$ cat src/rtl/lcd_sequencer_pkg.sv
// Shared LCD command bytes, sequencer state encoding and a small width helper.
// Pure declarations: no logic, no latency.
package lcd_sequencer_pkg;

  localparam logic [7:0] CMD_FUNC_8B2L = 8'h38;
  localparam logic [7:0] CMD_DISP_ON   = 8'h0C;
  localparam logic [7:0] CMD_CLEAR     = 8'h01;
  localparam logic [7:0] CMD_ENTRY_INC = 8'h06;
  localparam logic [7:0] DDRAM_L1      = 8'h80;
  localparam logic [7:0] DDRAM_L2      = 8'hC0;

  typedef enum logic [3:0] {
    ST_PWRUP      = 4'd0,
    ST_INIT_ISSUE = 4'd1,
    ST_INIT_WAIT  = 4'd2,
    ST_DELAY      = 4'd3,
    ST_READY      = 4'd4,
    ST_CHAR_ISSUE = 4'd5,
    ST_CHAR_WAIT  = 4'd6,
    ST_ADDR_ISSUE = 4'd7,
    ST_ADDR_WAIT  = 4'd8,
    ST_CLR_ISSUE  = 4'd9,
    ST_CLR_WAIT   = 4'd10,
    ST_ERROR      = 4'd11
  } state_e;

  function automatic int max_int(input int a, input int b);
    return (a > b) ? a : b;
  endfunction

endpackage

$ cat src/rtl/lcd_init_rom.sv
// Power-up command table: idx -> {command, post-write delay in ticks, last-entry flag}.
// Combinational, zero latency; no handshake.
module lcd_init_rom
  import lcd_sequencer_pkg::*;
#(
  parameter int CLEAR_MS = 2
) (
  input  logic [2:0] idx,
  output logic [7:0] cmd,
  output logic [4:0] dly,
  output logic       last
);

  always_comb begin
    cmd  = CMD_FUNC_8B2L;
    dly  = 5'd1;
    last = 1'b0;
    case (idx)
      3'd0: dly = 5'd5;
      3'd1, 3'd2: begin end
      3'd3: cmd = CMD_DISP_ON;
      3'd4: begin
        cmd = CMD_CLEAR;
        dly = 5'(CLEAR_MS);
      end
      3'd5: begin
        cmd  = CMD_ENTRY_INC;
        last = 1'b1;
      end
      default: last = 1'b1;
    endcase
  end

endmodule

$ cat src/rtl/lcd_sequencer.sv
// HD44780 init + character sequencer: one registered wr_enable pulse per byte, then waits for wr_finish.
// Upstream is stalled via char_ready except in READY; a stuck write stage parks the block in ERROR.
module lcd_sequencer
  import lcd_sequencer_pkg::*;
#(
  parameter int POWERUP_MS = 20,
  parameter int CLEAR_MS   = 2,
  parameter int COLS       = 16,
  parameter int WR_TIMEOUT = 15
) (
  input  logic       clk_1ms,
  input  logic       reset_n,
  input  logic       char_valid,
  input  logic [7:0] char_data,
  output logic       char_ready,
  input  logic       clr_req,
  input  logic       wr_finish,
  output logic       wr_enable,
  output logic       reg_sel,
  output logic [7:0] data_out,
  output logic       init_done,
  output logic       error
);

  localparam int PW = $clog2(2 * COLS);
  localparam int CW = max_int(5, $clog2(max_int(POWERUP_MS, WR_TIMEOUT) + 1));

  state_e        st_q, st_d;
  logic [CW-1:0] cnt_q, cnt_d, cnt_n;
  logic [CW-1:0] dly_q, dly_d;
  logic [2:0]    idx_q, idx_d;
  logic [PW-1:0] pos_q, pos_d;
  logic [PW:0]   pos_n;
  logic          to_ready_q, to_ready_d;
  logic          wr_enable_q, wr_enable_d;
  logic          reg_sel_q, reg_sel_d;
  logic [7:0]    data_out_q, data_out_d;
  logic          init_done_q, init_done_d;
  logic          error_q, error_d;

  logic [7:0]    rom_cmd;
  logic [4:0]    rom_dly;
  logic          rom_last;
  logic          in_wait;

  lcd_init_rom #(.CLEAR_MS(CLEAR_MS)) u_init_rom (
    .idx  (idx_q),
    .cmd  (rom_cmd),
    .dly  (rom_dly),
    .last (rom_last)
  );

  assign cnt_n   = cnt_q + CW'(1);
  assign pos_n   = {1'b0, pos_q} + (PW+1)'(1);
  assign in_wait = st_q inside {ST_INIT_WAIT, ST_CHAR_WAIT, ST_ADDR_WAIT, ST_CLR_WAIT};

  assign char_ready = (st_q == ST_READY) && !clr_req;
  assign wr_enable  = wr_enable_q;
  assign reg_sel    = reg_sel_q;
  assign data_out   = data_out_q;
  assign init_done  = init_done_q;
  assign error      = error_q;

  always_comb begin
    st_d        = st_q;
    cnt_d       = cnt_q;
    dly_d       = dly_q;
    idx_d       = idx_q;
    pos_d       = pos_q;
    to_ready_d  = to_ready_q;
    reg_sel_d   = reg_sel_q;
    data_out_d  = data_out_q;
    init_done_d = init_done_q;
    error_d     = error_q;

    // cnt counts ticks since wr_enable rose, so the ISSUE tick itself is tick 1
    if (in_wait && !wr_finish) begin
      cnt_d = cnt_n;
      if (cnt_n == CW'(WR_TIMEOUT)) begin
        st_d    = ST_ERROR;
        error_d = 1'b1;
      end
    end else begin
      case (st_q)
        ST_PWRUP: begin
          cnt_d = cnt_n;
          if (cnt_n == CW'(POWERUP_MS)) begin
            st_d       = ST_INIT_ISSUE;
            cnt_d      = '0;
            reg_sel_d  = 1'b0;
            data_out_d = rom_cmd;
          end
        end
        ST_INIT_ISSUE: begin
          st_d  = ST_INIT_WAIT;
          cnt_d = CW'(1);
        end
        ST_CHAR_ISSUE: begin
          st_d  = ST_CHAR_WAIT;
          cnt_d = CW'(1);
        end
        ST_ADDR_ISSUE: begin
          st_d  = ST_ADDR_WAIT;
          cnt_d = CW'(1);
        end
        ST_CLR_ISSUE: begin
          st_d  = ST_CLR_WAIT;
          cnt_d = CW'(1);
        end
        ST_INIT_WAIT: begin
          st_d       = ST_DELAY;
          cnt_d      = '0;
          dly_d      = CW'(rom_dly);
          to_ready_d = rom_last;
          idx_d      = idx_q + 3'd1;
        end
        ST_CLR_WAIT: begin
          st_d       = ST_DELAY;
          cnt_d      = '0;
          dly_d      = CW'(CLEAR_MS);
          to_ready_d = 1'b1;
        end
        ST_DELAY: begin
          cnt_d = cnt_n;
          if (cnt_n == dly_q) begin
            cnt_d = '0;
            if (to_ready_q) begin
              st_d        = ST_READY;
              init_done_d = 1'b1;
              pos_d       = '0;
            end else begin
              st_d       = ST_INIT_ISSUE;
              reg_sel_d  = 1'b0;
              data_out_d = rom_cmd;
            end
          end
        end
        ST_READY: begin
          if (clr_req) begin
            st_d       = ST_CLR_ISSUE;
            reg_sel_d  = 1'b0;
            data_out_d = CMD_CLEAR;
          end else if (char_valid) begin
            st_d       = ST_CHAR_ISSUE;
            reg_sel_d  = 1'b1;
            data_out_d = char_data;
          end
        end
        ST_CHAR_WAIT: begin
          cnt_d = '0;
          if (pos_n == (PW+1)'(COLS)) begin
            st_d       = ST_ADDR_ISSUE;
            pos_d      = pos_n[PW-1:0];
            reg_sel_d  = 1'b0;
            data_out_d = DDRAM_L2;
          end else if (pos_n == (PW+1)'(2 * COLS)) begin
            st_d       = ST_ADDR_ISSUE;
            pos_d      = '0;
            reg_sel_d  = 1'b0;
            data_out_d = DDRAM_L1;
          end else begin
            st_d  = ST_READY;
            pos_d = pos_n[PW-1:0];
          end
        end
        ST_ADDR_WAIT: begin
          st_d  = ST_READY;
          cnt_d = '0;
        end
        default: begin end
      endcase
    end

    wr_enable_d = st_d inside {ST_INIT_ISSUE, ST_CHAR_ISSUE, ST_ADDR_ISSUE, ST_CLR_ISSUE};
  end

  always_ff @(posedge clk_1ms or negedge reset_n) begin
    if (!reset_n) begin
      st_q        <= ST_PWRUP;
      cnt_q       <= '0;
      dly_q       <= '0;
      idx_q       <= '0;
      pos_q       <= '0;
      to_ready_q  <= 1'b0;
      wr_enable_q <= 1'b0;
      reg_sel_q   <= 1'b0;
      data_out_q  <= 8'h00;
      init_done_q <= 1'b0;
      error_q     <= 1'b0;
    end else begin
      st_q        <= st_d;
      cnt_q       <= cnt_d;
      dly_q       <= dly_d;
      idx_q       <= idx_d;
      pos_q       <= pos_d;
      to_ready_q  <= to_ready_d;
      wr_enable_q <= wr_enable_d;
      reg_sel_q   <= reg_sel_d;
      data_out_q  <= data_out_d;
      init_done_q <= init_done_d;
      error_q     <= error_d;
    end
  end

endmodule
$ cat config.mk
export PLATFORM = sky130hd
export DESIGN_NAME = lcd_sequencer
export DESIGN_NICKNAME = d
export VERILOG_FILES = /design/src/rtl/lcd_sequencer_pkg.sv /design/src/rtl/lcd_init_rom.sv /design/src/rtl/lcd_sequencer.sv
export SDC_FILE = /design/constraint.sdc
export NUM_CORES = 1
export LEC_CHECK = 0
export CAP_MARGIN = 10
export CELL_PAD_IN_SITES_DETAIL_PLACEMENT = 0
export CELL_PAD_IN_SITES_GLOBAL_PLACEMENT = 1
export CORE_ASPECT_RATIO = 0.6
export CORE_UTILIZATION = 40
export CTS_CLUSTER_DIAMETER = 40
export CTS_CLUSTER_SIZE = 40
export DETAILED_ROUTE_END_ITERATION = 8
export PLACE_DENSITY = 0.82
export SLEW_MARGIN = 20
export SYNTH_ARGS = -nofsm -noshare
export SYNTH_HDL_FRONTEND = slang
export SYNTH_SLANG_ARGS = --single-unit
$ cat constraint.sdc
create_clock -name clk_1ms -period 5.1 [get_ports clk_1ms]
set_clock_uncertainty 0.1 [all_clocks]
set_input_delay 0.51 -clock clk_1ms [delete_from_list [all_inputs] [get_ports clk_1ms]]
set_output_delay 0.51 -clock clk_1ms [all_outputs]
set_load 0.05 [all_outputs]
==> results.tsv <==
metric	value	unit
run_status	completed	
internal-power	0.3926	mW
dr_total_vias	1849	
critical-path-slowest-cell	clkdlybuf4s50_1	
cellPowerDensity	197.9	mW/mm²
hold_viol_final	0	
reg2reg_slack	2190	ps
clock-root-buffer	clkbuf_8	
finalNetCount	279	
ys_warn_count	0	
cts_resized	0	
drive_above_1_share	0.07722	
crit_chain	nor2b_1, nand2_1, nor2_1, clkdlybuf4s50_1	
min-delay-start	init_done$_DFFE_PN0P_	
synth_seq_cells	33	
insertion_delay	290	ps
rr_startpoint	cnt_q[0]$_DFFE_PN0P_	
holdWs	365.9	ps
seqPwrFrac	0.525	
area_growth	16.11	%
finalPower	0.4980	mW
ys.flop_type	dfrtp_1	
p_clk_frac	0.440	
rr_worst_depth	9	
numCtsBuffers	5	
rsz0062_at_grt	no	
wire_per_inst	15.38	µm
core_area	0.005130	mm²
start_util	0.4224	
r2r-end	data_out[1]$_DFFE_PN0P_	
peakVddDrop	0.07893	mV
min_period	2966	ps
fmax	337.2	MHz
setup_viol_count_final	0	
h-tree-depth	2	
path_max_fanout	23	
syn_nets	260	
antenna-diode-count	0	
first_global_vias	1696	
end_kind	output port	
n_fill_cell	474	
crit_required	4490	ps
synth_top_area_share	0.3811	
utilization	0.4905	
netlist_area	0.002167	mm²
criticalPathCategory	reg2out	
synth.area.mux_share	0.01501	
arrival	2360	ps
die_w	97.03	µm
p_sw_frac	0.2117	
viasPerCell	5.689	
ys_seq_area_frac	0.3811	
clkTransAtPathRegs	70	ps
max-slew-margin-rel	0.4608	
grt_max_degree	34	
antenna_found_initial	0	
synth_compound_area_frac	0.2477	
totalWireLength	4999	µm
gp_congestion	0.8555	
die_y	59.02	µm
gr-total-overflow	0	
critPathLaunchType	flip-flop	
rows	20	
dp_hpwl	3720	µm
cts_tree	yes	
antenna_left	0	
timing_worst_slew_pin_value	800.4	ps
min_to	init_done$_DFFE_PN0P_	
synth_top_family_by_area	compound AO/OA/AOI/OAI gates	
cts_hold_buf	0	
cts.sinks	33	
grtUsageTotal	0.1923	
synthXorXnorAreaFrac	0.03522	
synth-edff-count	0	
grt_pass1_wl	8611	µm
first_pass_iters	4	
syn_area_per_cell	9.067	µm²
cts_buffer_depth	2	
cpPeakStageDelay	820	ps
synth_fa_ha_area_frac	0.04619	
fin_setup_tns	0	ps
drc_errors	0	
yosysTopAreaCell	dfrtp_1	
holdCritPathClass	reg2reg	
drv_slew	0	
p_comb_frac	0.035	
io_pins	26	
first_iter_violations	169	
synth_simple_gate_area_frac	0.2050	
portBuffers	25	
leakage	1.102	nW
layout_common_cells	dfrtp_1 (33), clkdlybuf4s50_1 (25), nand2_1 (22), o21ai_0 (19), nor2_1 (19)	
power_switching	0.1054	mW
maxCapViolations	0	
post-route-period-util	0.5815	
ys_top_cells_by_area	dfrtp_1 (38%), ha_1 (4.6%), o21ai_0 (4.4%)	
holdPathStages	1	
postSynthCellCount	239	
cts_setup_buffers	0	
die_area	0.005726	mm²
ys_types	60	
final_common_cell	dfrtp_1	
synthArstFlopShare	1.000	
[sequential cells by signal, indices dropped and copies added (netlist names)]
register    count
pos_q           5
error           1
wr_enable       1
init_done       1
idx_q           3
reg_sel         1
st_q            4
dly_q           3
data_out        8
to_ready_q      1
cnt_q           5
[final cells by class]
cell class              instances  area (µm²)  area share
multi-input cells             177        1190      0.4729
flip-flops and latches         33       825.8      0.3282
repair buffers                 26       257.7      0.1024
clock buffers                   7       96.34     0.03829
well taps                      66       82.58     0.03282
inverters                      15       58.81     0.02337
clock inverters                 1       5.005    0.001989
[layer usage]
metal	wire length, µm	up-vias	track usage
met2	1891	63	0.2565
met3	317	5	0.04953
met5	0	-	0
met1	2763	877	0.3051
li1	-	904	-
met4	27	0	0.03838
[worst max path at each step]
stage	cells after the start	from	end	slack [ps]
floorplan	11	cnt_q[1]$_DFFE_PN0P_	data_out[1]$_DFFE_PN0P_	2540
finish	4	st_q[3]$_DFF_PN0_	char_ready	2130
CTS	4	st_q[3]$_DFF_PN0_	char_ready	2150
global placement	8	wr_finish	data_out[0]$_DFFE_PN0P_	2110
detailed placement	8	wr_finish	data_out[0]$_DFFE_PN0P_	2020
global route	9	cnt_q[0]$_DFFE_PN0P_	data_out[3]$_DFFE_PN0P_	1920
[power by group through the flow]
stage / logic, mW / registers (mW) / clock network [mW]
after floorplan: 0.000874 / 0.267 / 0
after detailed placement: 0.0178 / 0.267 / 0
after global placement: 0.0176 / 0.267 / 0
after global routing: 0.0194 / 0.261 / 0.240
final: 0.0172 / 0.262 / 0.219
after CTS: 0.0178 / 0.262 / 0.226
[cell usage after synthesis (2+ instances only)]
| master | count |
|---|---|
| and3_1 | 2 |
| ha_1 | 8 |
| o31ai_1 | 3 |
| dfrtp_1 | 33 |
| nor2b_1 | 3 |
| xnor2_1 | 4 |
| nand2_1 | 22 |
| nor4_1 | 2 |
| buf_6 | 4 |
| a311oi_1 | 2 |
| o21ai_0 | 19 |
| and2_1 | 2 |
| o22ai_1 | 3 |
| nor4bb_1 | 2 |
| mux2_1 | 2 |
| a31oi_1 | 3 |
| or3_1 | 2 |
| nand2b_1 | 6 |
| nor3_1 | 7 |
| a21o_1 | 2 |
| buf_2 | 8 |
| a21boi_0 | 2 |
| clkbuf_1 | 2 |
| nor2_1 | 19 |
| inv_1 | 13 |
| a21oi_1 | 14 |
| o32a_1 | 2 |
| nand3_1 | 10 |
| a221o_1 | 5 |
| o41ai_1 | 2 |
| xor2_1 | 2 |
[logic make-up after synthesis]
kind of cell	after synthesis
compound gates	73
fa+ha+maj	8
flops	33
buf+inv	29
xor+xnor	7
mux	3
simple gates	86
[stage by stage]
stage                     cell area [µm²]  cells  setup slack [ps]
final                                2516    325              2134
after global placement               2415    317              2106
after CTS                            2516    325              2149
after detailed placement             2415    317              2019
after global routing                 2516    325              1916
after floorplan                      2167    239              2541
[critical path, delay by kind of cell (launching register included)]
| family | cells | cell delay, ps |
|---|---|---|
| buffers and inverters | 1 | 820 |
| flip-flops | 1 | 620 |
| AND/OR/NAND/NOR | 3 | 610 |
No activity file was read; power rests on OpenSTA's default activity.
==> variant: new RTL, same settings <==
Take the reset off `data_out_q` and load it in a clocked block of its own.
--- a/src/rtl/lcd_sequencer.sv
+++ b/src/rtl/lcd_sequencer.sv
@@ -186,3 +186,2 @@
       reg_sel_q   <= 1'b0;
-      data_out_q  <= 8'h00;
       init_done_q <= 1'b0;
@@ -198,3 +197,2 @@
       reg_sel_q   <= reg_sel_d;
-      data_out_q  <= data_out_d;
       init_done_q <= init_done_d;
@@ -204,2 +202,6 @@
 
+  always_ff @(posedge clk_1ms) begin
+    data_out_q <= data_out_d;
+  end
+
 endmodule
Check against the original RTL: no difference found for any inputs over 10 cycles, from zero or initial values and one cycle with reset_n low; that may be too few to reach the edited logic, so the function may still have changed.
==> variant against the unedited design <==
Largest cell class unchanged; routed wire length decreased by 0.66%; synthesized area increased by 0.23%; sequential cell count unchanged; worst setup slack got worse by 0.63 ns; sequential share of layout area increased by 1.5 points; cell count decreased by 1.2%; highest routed layer unchanged; fmax decreased by 17%; synthesized cell count decreased by 1.3%; first-iteration DRC count decreased by 2.4%; design area increased by 0.20%.
Power is not compared: it rests on default switching activity, and its combinational part moved more than twofold at a synthesized area within 25%.
==> variant: results (changes against the unedited design) <==
The worst-case IR drop observed on VDD is around 0.00023 V. The via count of the first global-routing pass came out at 1575 (-7.1%). The global-route wire length before repair came out at 8140 um (-5.4%).

The largest net degree at the start of global routing came out at 26 (-24%). The total CTS buffers is 5 (unchanged). The worst reg2reg path endpoint is data_out[2]. The count of cell types in the netlist came to 59 (-1.7%). The met1 capacity usage during global routing is 30.2% (-0.27 points).

The peak fanout along the critical path was 22 (-4.3%). The launching point of the worst reg2reg path is cnt_q[0]. The slack of the worst reg-to-reg path is 2.05 ns (-0.14 ns). The initial antenna violation count came out at 0 (unchanged). The proportion of register bits with asynchronous set or reset after synthesis was 75.8% (-24 points). The layout filler cell count is 491 (+3.6%). The ratio of cells with drive above 1 in the final layout came out at 7.45% (-0.27 points).

The launch point of the worst path is st_q[0]. The average via count per standard cell came out at 5.56 (-2.2%). The total global routing track utilization is 18.3% (-0.90 points). The net count after synthesis came out at 257 (-1.2%). The slowest stage of the critical path belongs to the cell sky130_fd_sc_hd__clkdlybuf4s50_1. The estimated wirelength of the detail-placed design is 3600 um (-3.1%). The final weighted congestion of routability-driven global placement is 0.779 (-9.0%). The clock insertion delay at the later pin of the skew report came out at 0.28 ns. The Yosys warning count was 0 (unchanged). The met2 track demand over resource came out at 23.3% (-2.3 points).

The count of flip-flops with a built-in enable after synthesis came to 8 (+8). The maximum root-to-sink buffer count was 2 (unchanged). Sorting the synthesized cells by how often they occur yields 25 x sky130_fd_sc_hd__dfrtp_1, 23 x sky130_fd_sc_hd__nand2_1, 17 x sky130_fd_sc_hd__nor2_1, 17 x sky130_fd_sc_hd__o21ai_0. The detailed-route wire length per cell came to 15.5 um (+0.58%).

The number of H-tree levels is 2 (unchanged). The arrival time at the worst endpoint came out at 2.98 ns (+0.62 ns). The number of instances resized during post-cts repair is 0 (unchanged).

The flow ran to the end, and the final reports show no timing, DRC or antenna violations. The kind of cell adding the most delay to the critical path is simple AND/OR/NAND/NOR gates. The slew at the pin closest to its max-slew limit came out at 0.763 ns (-0.0375 ns). The final net count is 275 (-1.4%).

The met3 demand-to-capacity share in global routing came out at 4.48% (-0.47 points). The depth of the worst register-to-register path came out at 6 (-3). In the post-synthesis netlist, the biggest area contributors are sky130_fd_sc_hd__dfrtp_1 29%, sky130_fd_sc_hd__edfxtp_1 11%, sky130_fd_sc_hd__ha_1 4.6%. The post-synthesis sequential area ratio is 39.9% (+1.8 points). The CTS clock-pin slew for the worst setup and hold paths is 0.07 ns (about the same). The delay contributed by the slowest stage of the critical path came to 0.94 ns (+0.12 ns). The count of routing violations after the opening detailed-route iteration came out at 165 (-2.4%). The leakage dissipation came out at around 1.0 nW.
[variant: power breakdown]
part           internal, W  switching, W
logic             0.000218      0.000249
registers         0.000343      0.000132
clock network    0.0000945     0.0000956
total             0.000655      0.000477
[variant: worst reg2reg max path, cell delays in order (launching register included)]
cell	delay (ns)
sky130_fd_sc_hd__dfrtp_1	0.53
sky130_fd_sc_hd__ha_1	0.39
sky130_fd_sc_hd__nand3b_1	0.21
sky130_fd_sc_hd__o31ai_2	0.37
sky130_fd_sc_hd__a41o_1	0.27
sky130_fd_sc_hd__a21oi_1	0.09
sky130_fd_sc_hd__a2111oi_4	0.72
[variant: how the worst min path moves through the flow]
stage / startpoint / endpoint / slack, ns
3_5_place_dp: error / error / 0.35
3_3_place_gp: error / error / 0.34
6_report: error / error / 0.36
5_1_grt: error / error / 0.37
2_1_floorplan: reset_n / cnt_q[0] / 0.11
4_1_cts: error / error / 0.37
[variant: cell families (layout without fill, tap and decap cells)]
logic type / after synthesis / in the layout / share of synthesized area [%]
simple gates: 87 / 87 / 21.5
compound gates: 68 / 68 / 21.9
flops: 33 / 33 / 39.9
buf+inv: 26 / 45 / 5.30
fa+ha+maj: 8 / 8 / 4.61
xor+xnor: 8 / 8 / 3.86
mux: 6 / 6 / 2.88
[variant: stage by stage]
| step | power [W] | setup WS (ns) | instance area, um^2 | cells |
|---|---|---|---|---|
| final | 0.00113 | 1.51 | 2520 | 321 |
| after global routing | 0.00122 | 1.33 | 2520 | 321 |
| after CTS | 0.00114 | 1.51 | 2520 | 321 |
| after detailed placement | 0.000943 | 1.82 | 2440 | 313 |
| after global placement | 0.000937 | 1.89 | 2440 | 313 |
| after floorplan | 0.000842 | 2.55 | 2170 | 236 |
[variant: area by class of cell]
type	instances	area, um^2	area share [%]
repair buffers	26	258	10.2
clock buffers	6	72.6	2.88
inverters	11	41.3	1.64
multi-input cells	177	1190	47.2
well taps	66	82.6	3.28
flip-flops and latches	33	866	34.3
clock inverters	2	10.0	0.397
[variant: metal layers]
layer  wire length (um)  vias to the layer above
met5                  0                        -
met4                 28                        0
met3                309                        4
met2               1850                       48
met1               2780                      842
li1                   -                      892
